### src/rtl/alu_arb_pkg.sv
// Shared definitions for the two-lane ALU arbiter: FSM states, widths and
// the bit positions of the one-hot ALU operation select.
package alu_arb_pkg;

    localparam int DATA_W = 16;
    localparam int SIG_W  = 13;
    localparam int IMM_W  = 5;
    localparam int CNT_W  = 3;   // holds ALU_LAT up to 4

    // Bit positions inside alusignals (bit 0 = add).
    localparam int SIG_ADD = 0;
    localparam int SIG_LD  = 1;
    localparam int SIG_ST  = 2;
    localparam int SIG_SUB = 3;
    localparam int SIG_MUL = 4;
    localparam int SIG_CMP = 5;
    localparam int SIG_MOV = 6;
    localparam int SIG_OR  = 7;
    localparam int SIG_AND = 8;
    localparam int SIG_NOT = 9;
    localparam int SIG_LSL = 10;
    localparam int SIG_LSR = 11;
    localparam int SIG_XOR = 12;

    typedef enum logic [1:0] {
        ST_IDLE = 2'd0,
        ST_EXEC = 2'd1,
        ST_RESP = 2'd2
    } state_t;

endpackage

### src/rtl/alu_arb_rr.sv
// Two-way round-robin grant. On a tie the lane that did not win the last
// accepted request is granted; the history bit changes only on acceptance.
module alu_arb_rr (
    input  logic clk,
    input  logic rst_n,
    input  logic i_req0,
    input  logic i_req1,
    input  logic i_accept,
    output logic o_gnt0,
    output logic o_gnt1
);

    // 1 = lane 1 won last, so lane 0 wins the first tie after reset.
    logic r_last_grant;

    // Grant a lone requester outright; on a tie favour the other lane.
    always_comb begin
        o_gnt0 = 1'b0;
        o_gnt1 = 1'b0;
        if (i_req0 && i_req1) begin
            o_gnt0 = r_last_grant;
            o_gnt1 = ~r_last_grant;
        end else begin
            o_gnt0 = i_req0;
            o_gnt1 = i_req1;
        end
    end

    // Record the winner only when its request is actually taken.
    always_ff @(posedge clk) begin
        if (!rst_n) begin
            r_last_grant <= 1'b1;
        end else if (i_accept) begin
            r_last_grant <= o_gnt1;
        end
    end

endmodule

### src/rtl/alu_arbiter.sv
// Two-lane arbiter in front of one shared, registered ALU. One operation is
// in flight at a time: IDLE (grant) -> EXEC (drive ALU for ALU_LAT+1 cycles)
// -> RESP (hold result until the owner accepts it).
// Build option: define ALU_ARB_FIXED_PRIO_EN to make lane 0 win every tie
// instead of round-robin.
// ALU_LAT legal range is 1..4.
module alu_arbiter
    import alu_arb_pkg::*;
#(
    parameter int ALU_LAT = 1
) (
    input  logic              clk,
    input  logic              rst_n,

    input  logic              req0_valid,
    output logic              req0_ready,
    input  logic [SIG_W-1:0]  req0_alusignals,
    input  logic [DATA_W-1:0] req0_op1,
    input  logic [DATA_W-1:0] req0_op2,
    input  logic [IMM_W-1:0]  req0_immx,
    input  logic              req0_isimm,

    input  logic              req1_valid,
    output logic              req1_ready,
    input  logic [SIG_W-1:0]  req1_alusignals,
    input  logic [DATA_W-1:0] req1_op1,
    input  logic [DATA_W-1:0] req1_op2,
    input  logic [IMM_W-1:0]  req1_immx,
    input  logic              req1_isimm,

    output logic              rsp0_valid,
    input  logic              rsp0_ready,
    output logic              rsp1_valid,
    input  logic              rsp1_ready,
    output logic [DATA_W-1:0] rsp_result,

    output logic [SIG_W-1:0]  alu_signals,
    output logic [DATA_W-1:0] alu_op1,
    output logic [DATA_W-1:0] alu_op2,
    output logic [IMM_W-1:0]  alu_immx,
    output logic              alu_isimm,
    input  logic [DATA_W-1:0] alu_result
);

    state_t              r_state;
    state_t              w_next_state;
    logic [CNT_W-1:0]    r_cnt;
    logic                r_owner;
    logic [SIG_W-1:0]    r_sig;
    logic [DATA_W-1:0]   r_op1;
    logic [DATA_W-1:0]   r_op2;
    logic [IMM_W-1:0]    r_immx;
    logic                r_isimm;
    logic [DATA_W-1:0]   r_result;

    logic w_idle;
    logic w_exec;
    logic w_resp;
    logic w_gnt0;
    logic w_gnt1;
    logic w_hs0;
    logic w_hs1;
    logic w_hs;
    logic w_exec_done;
    logic w_rsp_accept;

    assign w_idle = (r_state == ST_IDLE);
    assign w_exec = (r_state == ST_EXEC);
    assign w_resp = (r_state == ST_RESP);

`ifdef ALU_ARB_FIXED_PRIO_EN
    // Lane 0 always wins; no grant history is kept.
    assign w_gnt0 = req0_valid;
    assign w_gnt1 = req1_valid & ~req0_valid;
`else
    alu_arb_rr u_rr (
        .clk      (clk),
        .rst_n    (rst_n),
        .i_req0   (req0_valid),
        .i_req1   (req1_valid),
        .i_accept (w_hs),
        .o_gnt0   (w_gnt0),
        .o_gnt1   (w_gnt1)
    );
`endif

    // Grants are only visible while IDLE, so the loser and busy states see 0.
    assign req0_ready = w_idle & w_gnt0;
    assign req1_ready = w_idle & w_gnt1;

    assign w_hs0        = req0_valid & req0_ready;
    assign w_hs1        = req1_valid & req1_ready;
    assign w_hs         = w_hs0 | w_hs1;
    assign w_exec_done  = w_exec && (r_cnt == '0);
    assign w_rsp_accept = w_resp && (r_owner ? rsp1_ready : rsp0_ready);

    // State register.
    always_ff @(posedge clk) begin
        if (!rst_n) begin
            r_state <= ST_IDLE;
        end else begin
            r_state <= w_next_state;
        end
    end

    // Next-state: accept -> run the ALU -> wait for the owner to take the result.
    always_comb begin
        w_next_state = r_state;
        case (r_state)
            ST_IDLE: if (w_hs)         w_next_state = ST_EXEC;
            ST_EXEC: if (w_exec_done)  w_next_state = ST_RESP;
            ST_RESP: if (w_rsp_accept) w_next_state = ST_IDLE;
            default:                   w_next_state = ST_IDLE;
        endcase
    end

    // Latch the winning request, count down the ALU latency, capture the result.
    always_ff @(posedge clk) begin
        if (!rst_n) begin
            r_cnt    <= '0;
            r_owner  <= 1'b0;
            r_sig    <= '0;
            r_op1    <= '0;
            r_op2    <= '0;
            r_immx   <= '0;
            r_isimm  <= 1'b0;
            r_result <= '0;
        end else begin
            if (w_hs) begin
                r_owner <= w_hs1;
                r_sig   <= w_hs1 ? req1_alusignals : req0_alusignals;
                r_op1   <= w_hs1 ? req1_op1        : req0_op1;
                r_op2   <= w_hs1 ? req1_op2        : req0_op2;
                r_immx  <= w_hs1 ? req1_immx       : req0_immx;
                r_isimm <= w_hs1 ? req1_isimm      : req0_isimm;
                r_cnt   <= CNT_W'(ALU_LAT);
            end else if (w_exec && (r_cnt != '0)) begin
                r_cnt <= r_cnt - CNT_W'(1);
            end
            if (w_exec_done) begin
                r_result <= alu_result;
            end
        end
    end

    // The ALU sees an all-zero op outside EXEC so it cannot update flags.
    assign alu_signals = w_exec ? r_sig   : '0;
    assign alu_op1     = w_exec ? r_op1   : '0;
    assign alu_op2     = w_exec ? r_op2   : '0;
    assign alu_immx    = w_exec ? r_immx  : '0;
    assign alu_isimm   = w_exec ? r_isimm : 1'b0;

    assign rsp0_valid  = w_resp & ~r_owner;
    assign rsp1_valid  = w_resp &  r_owner;
    assign rsp_result  = w_resp ? r_result : '0;

endmodule

### config.mk
export PLATFORM = sky130hd
export DESIGN_NAME = alu_arbiter
export DESIGN_NICKNAME = d
export VERILOG_FILES = /design/src/rtl/alu_arb_pkg.sv /design/src/rtl/alu_arb_rr.sv /design/src/rtl/alu_arbiter.sv
export SDC_FILE = /design/constraint.sdc
export NUM_CORES = 1
export LEC_CHECK = 0
export BUFFER_PORTS_ARGS = -buffer_cell sky130_fd_sc_hd__buf_4
export CAP_MARGIN = 40
export CORE_ASPECT_RATIO = 1.4
export CORE_MARGIN = 1
export CORE_UTILIZATION = 48
export DETAILED_ROUTE_END_ITERATION = 8
export GPL_TIMING_DRIVEN = 0
export HOLD_SLACK_MARGIN = 0.03
export PLACE_DENSITY = 0.83
export SLEW_MARGIN = 20
export SYNTH_ARGS = -nofsm -noshare
export SYNTH_HDL_FRONTEND = slang
export SYNTH_HIERARCHICAL = 1
export SYNTH_SLANG_ARGS = --single-unit
export TNS_END_PERCENT = 50
### constraint.sdc
create_clock -name clk -period 3.2 [get_ports clk]
set_input_delay 0 -clock clk [delete_from_list [all_inputs] [get_ports clk]]
set_output_delay 0 -clock clk [all_outputs]
set_load 0.01 [all_outputs]
==> results.sh <==
export IMPL_outcome="completed"
export IMPL_final_setup_tns_ns=0
export IMPL_holdPathEnd="r_immx[3]"
export IMPL_worst_clock_skew_ns=0.00787
export IMPL_route_antenna_remaining_nets=0
export IMPL_final_design_area_no_fill_mm2=0.00660
export IMPL_count_of_flip_flops_with_a_built_in_enable_after_synthesis=0
export IMPL_hold_fails_final_rpt=0
export IMPL_floorplan_initialDensity=0.492
export IMPL_number_of_flip_flops_and_latches_in_the_synthesized_netlist=74
export IMPL_gp_routability_congestion=0.797
export IMPL_timing_worst_setup_path_type="in -> reg"
export IMPL_r2r_setup_slack_ns=0.88
export IMPL_setup_viol=0
export IMPL_postSynth_asyncResetShare=0
export IMPL_htreeDepth=3
export IMPL_grt_pass1_wl_um=22900
export IMPL_dp_final_hpwl_um=7830
export IMPL_grt_antenna_before_repair=0
export IMPL_grt_remaining_overflow=0
export IMPL_num_nets_final=867
export IMPL_period_utilization_post_route=0.734
export IMPL_synth_ff_type="dfxtp_1"
export IMPL_port_buffers=194
export IMPL_row_count=37
export IMPL_final_core_util=0.902
export IMPL_dpl_cell_area_mm2=0.00518
export IMPL_post_place_ws_ns=1.42
export IMPL_timing_reg2reg_worst_path_depth=6
export IMPL_layout_common_cells="buf_4, dlygate4sd3_1, dfxtp_1"
export IMPL_p_comb_frac=0.262
export IMPL_synthDistinctLibCells=31
export IMPL_period_minus_slack_ns=2.35
export IMPL_rsz0062_at_grt="no"
export IMPL_worst_endpoint_required_ns=3.42
export IMPL_pwr_share_seq=0.421
export IMPL_route_detailed_drc=0
export IMPL_route_detailed_wl_per_inst_um=17.5
export IMPL_power_frac_clock=0.316
export IMPL_grt_start_max_net_pins=13
export IMPL_power_per_cell_area_mw_per_mm2=376
export IMPL_clock_path_buffers=2
export IMPL_timing_hold_worst_path_depth=3
export IMPL_max_clock_freq_mhz=425
export IMPL_num_vias=4440
export IMPL_tritoncts_clock_tree="built"
export IMPL_max_slew_margin_rel=0.702
export IMPL_fp_dieArea_mm2=0.00786
export IMPL_power_static_leakage_nw=3.22
export IMPL_finalWirelength_um=14800
export IMPL_post_synthesis_instance_total=415
export IMPL_worst_endpoint_data_arrival_time_ns=2.57
export IMPL_dr_first_iter_drc_count=217
export IMPL_worst_supply_voltage_drop_on_vdd_v=0.000325
export IMPL_ys_warn_count=6
export IMPL_worst_hold_slack_ns=0.0122
export IMPL_timing_max_cap_violations=0
export IMPL_detailedRoute_firstPassIterationCount=5
export IMPL_cts_clk_slew_worst_paths_ns=0.07
export IMPL_worstHoldPathType="in -> reg"
export IMPL_core_region_area_mm2=0.00731
export IMPL_layout_filler_cells=320
export IMPL_worstSkewPairLatency_ns=0.34
export IMPL_timing_worst_slew_pin_value_ns=0.447
export IMPL_die_y_um=105
export IMPL_cp_end_kind="flop"
export IMPL_power_switching_share=0.274
export IMPL_regToRegEndpoint="r_immx[0]"
export IMPL_regToRegStartpoint="u_rr/r_last_grant"
export IMPL_clockRootBuffer="clkbuf_8"
export IMPL_timing_hold_worst_start="req0_immx[3]"
export IMPL_critPathMaxFanout=10
export IMPL_syn_mean_instance_area_um2=8.68
export IMPL_p_int_w=0.00180
export IMPL_final_layout_size_suffix_gt1_frac=0.311
export IMPL_power_switching_w=0.000678
export IMPL_global_route_usage_over_all_layers=0.390
export IMPL_synthToLayoutAreaGrowth_pct=83.3
export IMPL_die_width_um=75.2
export IMPL_syn_area_mm2=0.00360
export IMPL_most_frequent_standard_cell_in_the_layout_excluding_fill_and_tap_cells="buf_4"
export IMPL_numCtsBuffers=9
export IMPL_worstSetupStartpointType="primary input"
export IMPL_antenna_diode_count=0
export IMPL_cts_sinks=74
export IMPL_top_level_pins=195
export IMPL_sequential_to_total_area_share_from_yosys_stat=0.411
export IMPL_drt_vias_per_instance=5.27
export IMPL_post_route_worst_setup_slack_ns=0.850
export IMPL_timing_max_transition_violations_final=0
export IMPL_synth_net_count=541
export IMPL_post_cts_resized_instances=0
export IMPL_grt_pass1_vias=4906
-- power by group through the flow --
stage               combinational (W)  clock (W)  sequential (W)
finish                       0.000651   0.000784         0.00104
global placement             0.000458          0         0.00105
CTS                          0.000612   0.000782         0.00104
detailed placement           0.000473          0         0.00106
floorplan                    0.000257          0         0.00105
global route                 0.000698   0.000827         0.00105
-- synth_stat cells (3+ instances only) --
cell	number	area share
mux2i_1	52	0.14
a21boi_0	16	0.033
o22ai_1	51	0.089
buf_2	17	0.024
inv_1	55	0.057
nor2b_1	5	0.0087
and2_1	71	0.12
dfxtp_1	74	0.41
a21boi_1	3	0.0063
clkbuf_1	9	0.0094
a21oi_1	3	0.0042
nand2_1	35	0.036
nor2_1	3	0.0031
-- sequential cells by signal, summed over array words and instances (netlist names) --
name,count
r_op2,16
r_isimm,1
r_cnt,3
r_op1,16
u_rr/r_last_grant,1
r_owner,1
r_result,16
r_state,2
r_immx,5
r_sig,13
-- worst max path at each step --
stage | start | to | slack, ns
floorplan | u_rr/r_last_grant | r_immx[3] | 1.83
global placement | u_rr/r_last_grant | r_immx[0] | 1.44
detailed placement | u_rr/r_last_grant | r_immx[0] | 1.42
CTS | req1_valid | r_immx[0] | 0.90
global route | req1_valid | r_sig[0] | 0.73
finish | req1_valid | r_immx[0] | 0.85
-- routing by layer --
layer  up-vias  part of all wire  global-route usage
met1      2079              0.34               0.366
met2       251              0.53               0.710
li1       2028                 -                   -
met3        82             0.065              0.0872
met4         0             0.063               0.266
met5         -                 0                   0
-- what timing repair did --
item                                   4_1_cts  5_1_grt
hold buffers                               121        0
buffers inserted                             0        0
endpoints found under the hold margin       71        0
-- stage by stage --
| stage | instances | power, W |
|---|---|---|
| final | 843 | 0.00248 |
| after global routing | 843 | 0.00258 |
| after CTS | 843 | 0.00243 |
| after detailed placement | 706 | 0.00153 |
| after global placement | 706 | 0.00151 |
| after floorplan | 415 | 0.00130 |
-- critical path: stages --
cell and delay [ns]:
dlygate4sd3_1 0.52, buf_4 0.13, a21boi_1 0.35, nand2_1 0.31, buf_2 0.34, mux2i_1 0.24, dlygate4sd3_1 0.59, o22ai_1 0.08
-- cell families (layout without fill, tap and decap cells) --
kind of cell	after synthesis	after routing	synth area share
fa+ha+maj	2	2	0.00695
mux	52	52	0.144
simple gates	122	122	0.188
compound gates	81	81	0.153
flops	74	74	0.411
buf+inv	84	415	0.0959
-- cell type report --
cell class                 instances  area [um2]  share of cell area
tap                               97         121              0.0184
sequential                        74        1480               0.224
buffer                            29         139              0.0210
clock inverter                     5        78.8              0.0119
multi-input combinational        257        1780               0.269
clock buffer                      11         131              0.0199
inverter                          55         206              0.0313
timing repair buffer             315        2670               0.404
Note: power is estimated with default switching activity, not from simulation.
